[src/rtl/stream_rr_arbiter.sv]
// Round-robin arbiter sharing one valid/ready stream between NumIn requesters.
// The output side is a two-slot spill buffer: slot A drives the outputs and
// slot B only catches a beat when A is full and stalled, so the output is
// registered and inp_ready_o never depends on oup_ready_i.
module stream_rr_arbiter #(
    parameter int unsigned NumIn     = 4,
    parameter int unsigned DataWidth = 32,
    localparam int unsigned IdxWidth = $clog2(NumIn)
) (
    input  logic                       clk_i,
    input  logic                       rst_i,
    input  logic [NumIn-1:0]           inp_valid_i,
    output logic [NumIn-1:0]           inp_ready_o,
    input  logic [NumIn*DataWidth-1:0] inp_data_i,
    output logic                       oup_valid_o,
    input  logic                       oup_ready_i,
    output logic [DataWidth-1:0]       oup_data_o,
    output logic [IdxWidth-1:0]        oup_idx_o
);

    logic [IdxWidth-1:0]  ptr;
    logic [IdxWidth-1:0]  ptr_next;

    logic                 a_full;
    logic [DataWidth-1:0] a_data;
    logic [IdxWidth-1:0]  a_idx;
    logic                 b_full;
    logic [DataWidth-1:0] b_data;
    logic [IdxWidth-1:0]  b_idx;

    logic                 can_accept;
    logic                 grant_found;
    logic [IdxWidth-1:0]  grant_idx;
    logic [IdxWidth-1:0]  cand_idx;
    logic [DataWidth-1:0] sel_data;
    logic                 hs_in;
    logic                 hs_out;
    logic                 to_a;

    // Only register state decides acceptance, cutting the ready path.
    assign can_accept = !(a_full && b_full);

    // Rotating priority search starting at ptr.
    always_comb begin
        grant_found = 1'b0;
        grant_idx   = '0;
        cand_idx    = '0;
        for (int unsigned k = 0; k < NumIn; k++) begin
            cand_idx = IdxWidth'((32'(ptr) + k) % NumIn);
            if (!grant_found && inp_valid_i[cand_idx]) begin
                grant_found = 1'b1;
                grant_idx   = cand_idx;
            end
        end
    end

    // Payload mux for the granted requester.
    always_comb begin
        sel_data = '0;
        for (int unsigned i = 0; i < NumIn; i++) begin
            if (grant_idx == IdxWidth'(i)) begin
                sel_data = inp_data_i[i*DataWidth +: DataWidth];
            end
        end
    end

    // Ready decode and handshake qualifiers; ready is held low during reset.
    always_comb begin
        inp_ready_o = '0;
        hs_in       = grant_found && can_accept && !rst_i;
        if (hs_in) begin
            inp_ready_o[grant_idx] = 1'b1;
        end
        hs_out   = a_full && oup_ready_i;
        to_a     = !a_full || (oup_ready_i && !b_full);
        ptr_next = (grant_idx == IdxWidth'(NumIn - 1)) ? '0 : grant_idx + 1'b1;
    end

    // Pointer and two-slot buffer state.
    always_ff @(posedge clk_i or posedge rst_i) begin
        if (rst_i) begin
            ptr    <= '0;
            a_full <= 1'b0;
            a_data <= '0;
            a_idx  <= '0;
            b_full <= 1'b0;
            b_data <= '0;
            b_idx  <= '0;
        end else begin
            if (hs_in) begin
                ptr <= ptr_next;
            end
            // B full implies A full, so no input can coincide with a B->A move.
            if (hs_out && b_full) begin
                a_data <= b_data;
                a_idx  <= b_idx;
                b_full <= 1'b0;
            end else if (hs_in && to_a) begin
                a_data <= sel_data;
                a_idx  <= grant_idx;
                a_full <= 1'b1;
            end else if (hs_in) begin
                b_data <= sel_data;
                b_idx  <= grant_idx;
                b_full <= 1'b1;
            end else if (hs_out) begin
                a_full <= 1'b0;
            end
        end
    end

    assign oup_valid_o = a_full;
    assign oup_data_o  = a_data;
    assign oup_idx_o   = a_idx;

endmodule

[config.mk]
export PLATFORM = sky130hd
export DESIGN_NAME = stream_rr_arbiter
export DESIGN_NICKNAME = d
export VERILOG_FILES = /design/src/rtl/stream_rr_arbiter.sv
export SDC_FILE = /design/constraint.sdc
export NUM_CORES = 1
export LEC_CHECK = 0
export CAP_MARGIN = 5
export CORE_MARGIN = 1
export CORE_UTILIZATION = 35
export DETAILED_ROUTE_END_ITERATION = 6
export GPL_ROUTABILITY_DRIVEN = 0
export PLACE_DENSITY = 0.67
export SYNTH_ARGS = -nofsm -noshare
export SYNTH_HDL_FRONTEND = slang
export SYNTH_SLANG_ARGS = --single-unit
[constraint.sdc]
create_clock -name clk_i -period 2.5 [get_ports clk_i]
set_input_delay 0.375 -clock clk_i [delete_from_list [all_inputs] [get_ports clk_i]]
set_output_delay 0.375 -clock clk_i [all_outputs]
set_load 0.01 [all_outputs]
==> flow_summary.html <==
<table>
<tr><th>Metric</th><th>Value</th></tr>
<tr><th colspan="2">Status</th></tr>
<tr><td>Outcome</td><td>finished, final reports clean</td></tr>
<tr><th colspan="2">Synthesis</th></tr>
<tr><td>Unique masters post-synth</td><td>33</td></tr>
<tr><td>Most common library cells after synthesis</td><td>nand2_1, dfrtp_1, o211ai_1, nor2_1, clkbuf_1</td></tr>
<tr><td>Part of the Yosys area used for sequential elements</td><td>42.19%</td></tr>
<tr><td>Netlist area before placement</td><td>0.004270 sq mm</td></tr>
<tr><td>Synthesized area per cell</td><td>8.088 sq um</td></tr>
<tr><td>Most used flip-flop cell after synthesis</td><td>dfrtp_1</td></tr>
<tr><td>Top cells by area, synth</td><td>dfrtp_1, nand2_1, o211ai_1</td></tr>
<tr><td>Post-synthesis sequential element count</td><td>72</td></tr>
<tr><td>Asr flop ratio synth</td><td>100.0%</td></tr>
<tr><td>Yosys synthesis warning count</td><td>0</td></tr>
<tr><td>Post-synth EDFFs</td><td>0</td></tr>
<tr><td>Cell with the most instances after synthesis</td><td>nand2_1</td></tr>
<tr><td>Net count after synthesis</td><td>667</td></tr>
<tr><td>Portion of synthesized cell area occupied by the leading cell type</td><td>42.19%</td></tr>
<tr><td>Synth area leader</td><td>dfrtp_1</td></tr>
<tr><td>Instance count of the mapped netlist</td><td>528</td></tr>
<tr><th colspan="2">STA</th></tr>
<tr><td>Setup repair after global routing missed its margin</td><td>false</td></tr>
<tr><td>Clock Skew</td><td>3.813 ps</td></tr>
<tr><td>Actual transition at the worst max-transition pin</td><td>528.1 ps</td></tr>
<tr><td>Number of failing hold endpoints at the final stage</td><td>0</td></tr>
<tr><td>Post-route fraction of the period consumed by the critical path</td><td>97.39%</td></tr>
<tr><td>Hold Slack</td><td>475.6 ps</td></tr>
<tr><td>Number of max-slew violations in the final report</td><td>0</td></tr>
<tr><td>Worst rel slew slack</td><td>64.79%</td></tr>
<tr><td>Final critical delay including setup and external delays</td><td>2435 ps</td></tr>
<tr><td>Peak clock frequency supported by timing</td><td>410.7 MHz</td></tr>
<tr><td>Number of endpoints failing setup at the final stage</td><td>0</td></tr>
<tr><th colspan="2">Setup path</th></tr>
<tr><td>Startpoint of the worst-slack reg-to-reg timing path</td><td>ptr[0]$_DFFE_PP0N_</td></tr>
<tr><td>Worst reg2reg path endpoint</td><td>oup_data_o[14]$_DFFE_PP0P_</td></tr>
<tr><td>Critical path capture point type</td><td>output port</td></tr>
<tr><td>Ordered cell list for the critical path</td><td>clkdlybuf4s50_1, nor2b_1, nor3b_2, o22ai_2, buf_4, ha_2, and2_1, clkdlybuf4s15_2</td></tr>
<tr><td>Worst setup path category</td><td>input pin to output port</td></tr>
<tr><td>Longest individual stage delay on the worst path</td><td>520 ps</td></tr>
<tr><td>FF-to-FF path depth</td><td>13</td></tr>
<tr><td>Critical-path top delay cell</td><td>clkdlybuf4s50_1</td></tr>
<tr><td>CP Data Arrival Time</td><td>2060 ps</td></tr>
<tr><td>Required time of the critical path</td><td>2120 ps</td></tr>
<tr><td>Maximum fanout along the worst path</td><td>3</td></tr>
<tr><td>Worst reg2reg setup slack</td><td>190 ps</td></tr>
<tr><td>Startpoint kind of the worst setup timing path</td><td>input pin</td></tr>
<tr><th colspan="2">Clock tree</th></tr>
<tr><td>Number of sinks handled by clock tree synthesis</td><td>72</td></tr>
<tr><td>Number of H-tree levels</td><td>3</td></tr>
<tr><td>CTS tree</td><td>done</td></tr>
<tr><td>Clock slew at the register clock pins of the worst setup and hold paths</td><td>60 ps</td></tr>
<tr><td>Worst-case clock buffer depth</td><td>2</td></tr>
<tr><td>Num CTS Buffers</td><td>9</td></tr>
<tr><td>Clock root buffer master</td><td>clkbuf_16</td></tr>
<tr><td>Clk Latency, worst-skew pair</td><td>330 ps</td></tr>
<tr><th colspan="2">Route</th></tr>
<tr><td>Remaining antenna violation count</td><td>0</td></tr>
<tr><td>Number of DRC violations after detailed-routing iteration 0</td><td>251</td></tr>
<tr><td>Final wirelength</td><td>14,170 um</td></tr>
<tr><td>Total DRC errors in the routed layout</td><td>0</td></tr>
<tr><td>Iteration count of the initial detailed-routing pass</td><td>5</td></tr>
<tr><td>Drt wl/cell</td><td>16.48 um</td></tr>
<tr><td>Overall via count from detail_route</td><td>4,630</td></tr>
<tr><td>Post-detailed-route via-to-cell ratio</td><td>5.384</td></tr>
<tr><th colspan="2">Final layout</th></tr>
<tr><td>Final design utilization</td><td>58.51%</td></tr>
<tr><td>Area occupied by multi-input gates</td><td>0.002345 sq mm</td></tr>
<tr><td>Register Area</td><td>0.001802 sq mm</td></tr>
<tr><td>NumNets Final</td><td>851</td></tr>
<tr><td>Fill cell instance count of the final layout</td><td>1,051</td></tr>
<tr><td>Syn-to-layout area delta</td><td>59.80%</td></tr>
<tr><td>Fraction of final layout cells sized beyond drive strength 1</td><td>11.58%</td></tr>
<tr><td>Antenna diodes</td><td>0</td></tr>
<tr><th colspan="2">Min path</th></tr>
<tr><td>Instance count along the most critical hold path</td><td>2</td></tr>
<tr><td>Worst Min Path Start</td><td>b_data[6]$_DFFE_PP0P_</td></tr>
<tr><td>Hold Crit Endpoint</td><td>b_data[6]$_DFFE_PP0P_</td></tr>
<tr><td>Type of the worst min-delay path</td><td>register to register</td></tr>
<tr><th colspan="2">Job</th></tr>
<tr><td>Max_cap viols</td><td>0</td></tr>
<tr><th colspan="2">Global routing</th></tr>
<tr><td>First-pass GRT wire length</td><td>22,760 um</td></tr>
<tr><td>Number of antenna violations at the first check in global routing</td><td>0</td></tr>
<tr><td>Remaining Overflow, GRT</td><td>0</td></tr>
<tr><td>Largest net degree at the start of global routing</td><td>53</td></tr>
<tr><td>Global-route total usage across every layer</td><td>22.76%</td></tr>
<tr><td>Vias in the first global route</td><td>4,676</td></tr>
<tr><th colspan="2">Power and ir drop</th></tr>
<tr><td>Worst IR Drop VDD</td><td>0.5621 mV</td></tr>
<tr><td>Total Power Consumption</td><td>7.506 mW</td></tr>
<tr><td>Pwr/cell area</td><td>1100 mW/mm^2</td></tr>
<tr><td>Total leakage power</td><td>2.627 nW</td></tr>
<tr><th colspan="2">Floorplanning</th></tr>
<tr><td>Overall die area</td><td>0.01265 sq mm</td></tr>
<tr><td>Area of the core region</td><td>0.01166 sq mm</td></tr>
<tr><td>Count of standard-cell rows</td><td>39</td></tr>
<tr><td>Top-level port count</td><td>174</td></tr>
<tr><td>Initial Util</td><td>36.62%</td></tr>
<tr><td>Die Wd</td><td>112.5 um</td></tr>
<tr><td>Die height</td><td>112.5 um</td></tr>
<tr><th colspan="2">Placement</th></tr>
<tr><td>Post-detail-place hpwl</td><td>10,040 um</td></tr>
<tr><td>Number of buffers inserted by port buffering</td><td>173</td></tr>
</table>
-- layout by cell type, fill, tap and decap left out, types with 30 or more instances in the layout --
master           Yosys  layout
nor2_1              39      38
nand2_1            136     134
buf_4                1      33
dfrtp_1             72      72
o2111ai_1           31      30
nand2b_1            31      31
o211ai_1            63      63
clkdlybuf4s50_1      0     166
a31oi_1             34      34
-- power breakdown --
group | internal [mW] | switching, mW
clock | 0.956 | 0.466
sequential | 1.73 | 0.330
combinational | 2.00 | 2.02
total | 4.69 | 2.82
-- per-layer routing --
layer,wire (um),track usage [%]
met5,0,0
met4,340,9.867
met3,980,5.022
met2,6901,39.34
met1,5951,27.27
-- stage by stage --
stage / cells / setup slack (ps) / TNS, ps / area (sq um)
6_report: 860 / 65.20 / 0 / 6824
5_1_grt: 860 / 1.838 / 0 / 6824
4_1_cts: 853 / 52.74 / 0 / 6690
3_5_place_dp: 835 / -490.1 / -28670 / 6327
3_3_place_gp: 835 / -407.4 / -22810 / 6327
2_1_floorplan: 528 / 66.61 / 0 / 4270
-- logic make-up after synthesis --
group | count (synthesis) | synth area share, %
buffers and inverters | 50 | 4.922
AND/OR/NAND/NOR | 225 | 22.94
adder cells (fa/ha/maj) | 4 | 1.172
flip-flops | 72 | 42.19
AO/OA/AOI/OAI | 177 | 28.77
-- flip-flops by register name, indices dropped and copies added, names as in the netlist --
signal,count
b_data,32
b_full,1
b_idx,2
oup_valid_o,1
ptr,2
oup_idx_o,2
oup_data_o,32
-- layout make-up --
| class | count | area share (%) |
|---|---|---|
| Sequential cell | 72 | 26.40 |
| Multi-Input combinational cell | 406 | 34.36 |
| Inverter | 5 | 0.2750 |
| Clock inverter | 2 | 0.8801 |
| Timing Repair Buffer | 218 | 31.44 |
| Clock buffer | 14 | 4.015 |
| Tap cell | 143 | 2.622 |
-- critical path, delay by kind of cell --
family / cells / cell delay [ps]
buffers and inverters: 3 / 910
adder cells (fa/ha/maj): 1 / 180
AND/OR/NAND/NOR: 3 / 440
AO/OA/AOI/OAI: 1 / 160
-- what timing repair did --
item / 4_1_cts / 5_1_grt
setup buffers: 2 / 7
endpoints found under the setup margin: 67 / 52
gates resized for setup: 20 / 21
pin swaps: 0 / 10
endpoints found under the hold margin: 0 / 0
hold buffers: 0 / 0
-- worst max path at each step --
stage | start | endpoint | slack, ps | cells after the start
2_1_floorplan | inp_valid_i[2] | oup_data_o[27]$_DFFE_PP0P_ | 70 | 10
3_3_place_gp | inp_valid_i[2] | inp_ready_o[1] | -410 | 9
3_5_place_dp | inp_valid_i[2] | inp_ready_o[2] | -490 | 9
4_1_cts | inp_valid_i[3] | inp_ready_o[2] | 50 | 8
5_1_grt | inp_valid_i[3] | oup_data_o[13]$_DFFE_PP0P_ | 2 | 11
6_report | inp_valid_i[3] | inp_ready_o[2] | 70 | 8
(Power assumes the default switching activity.)
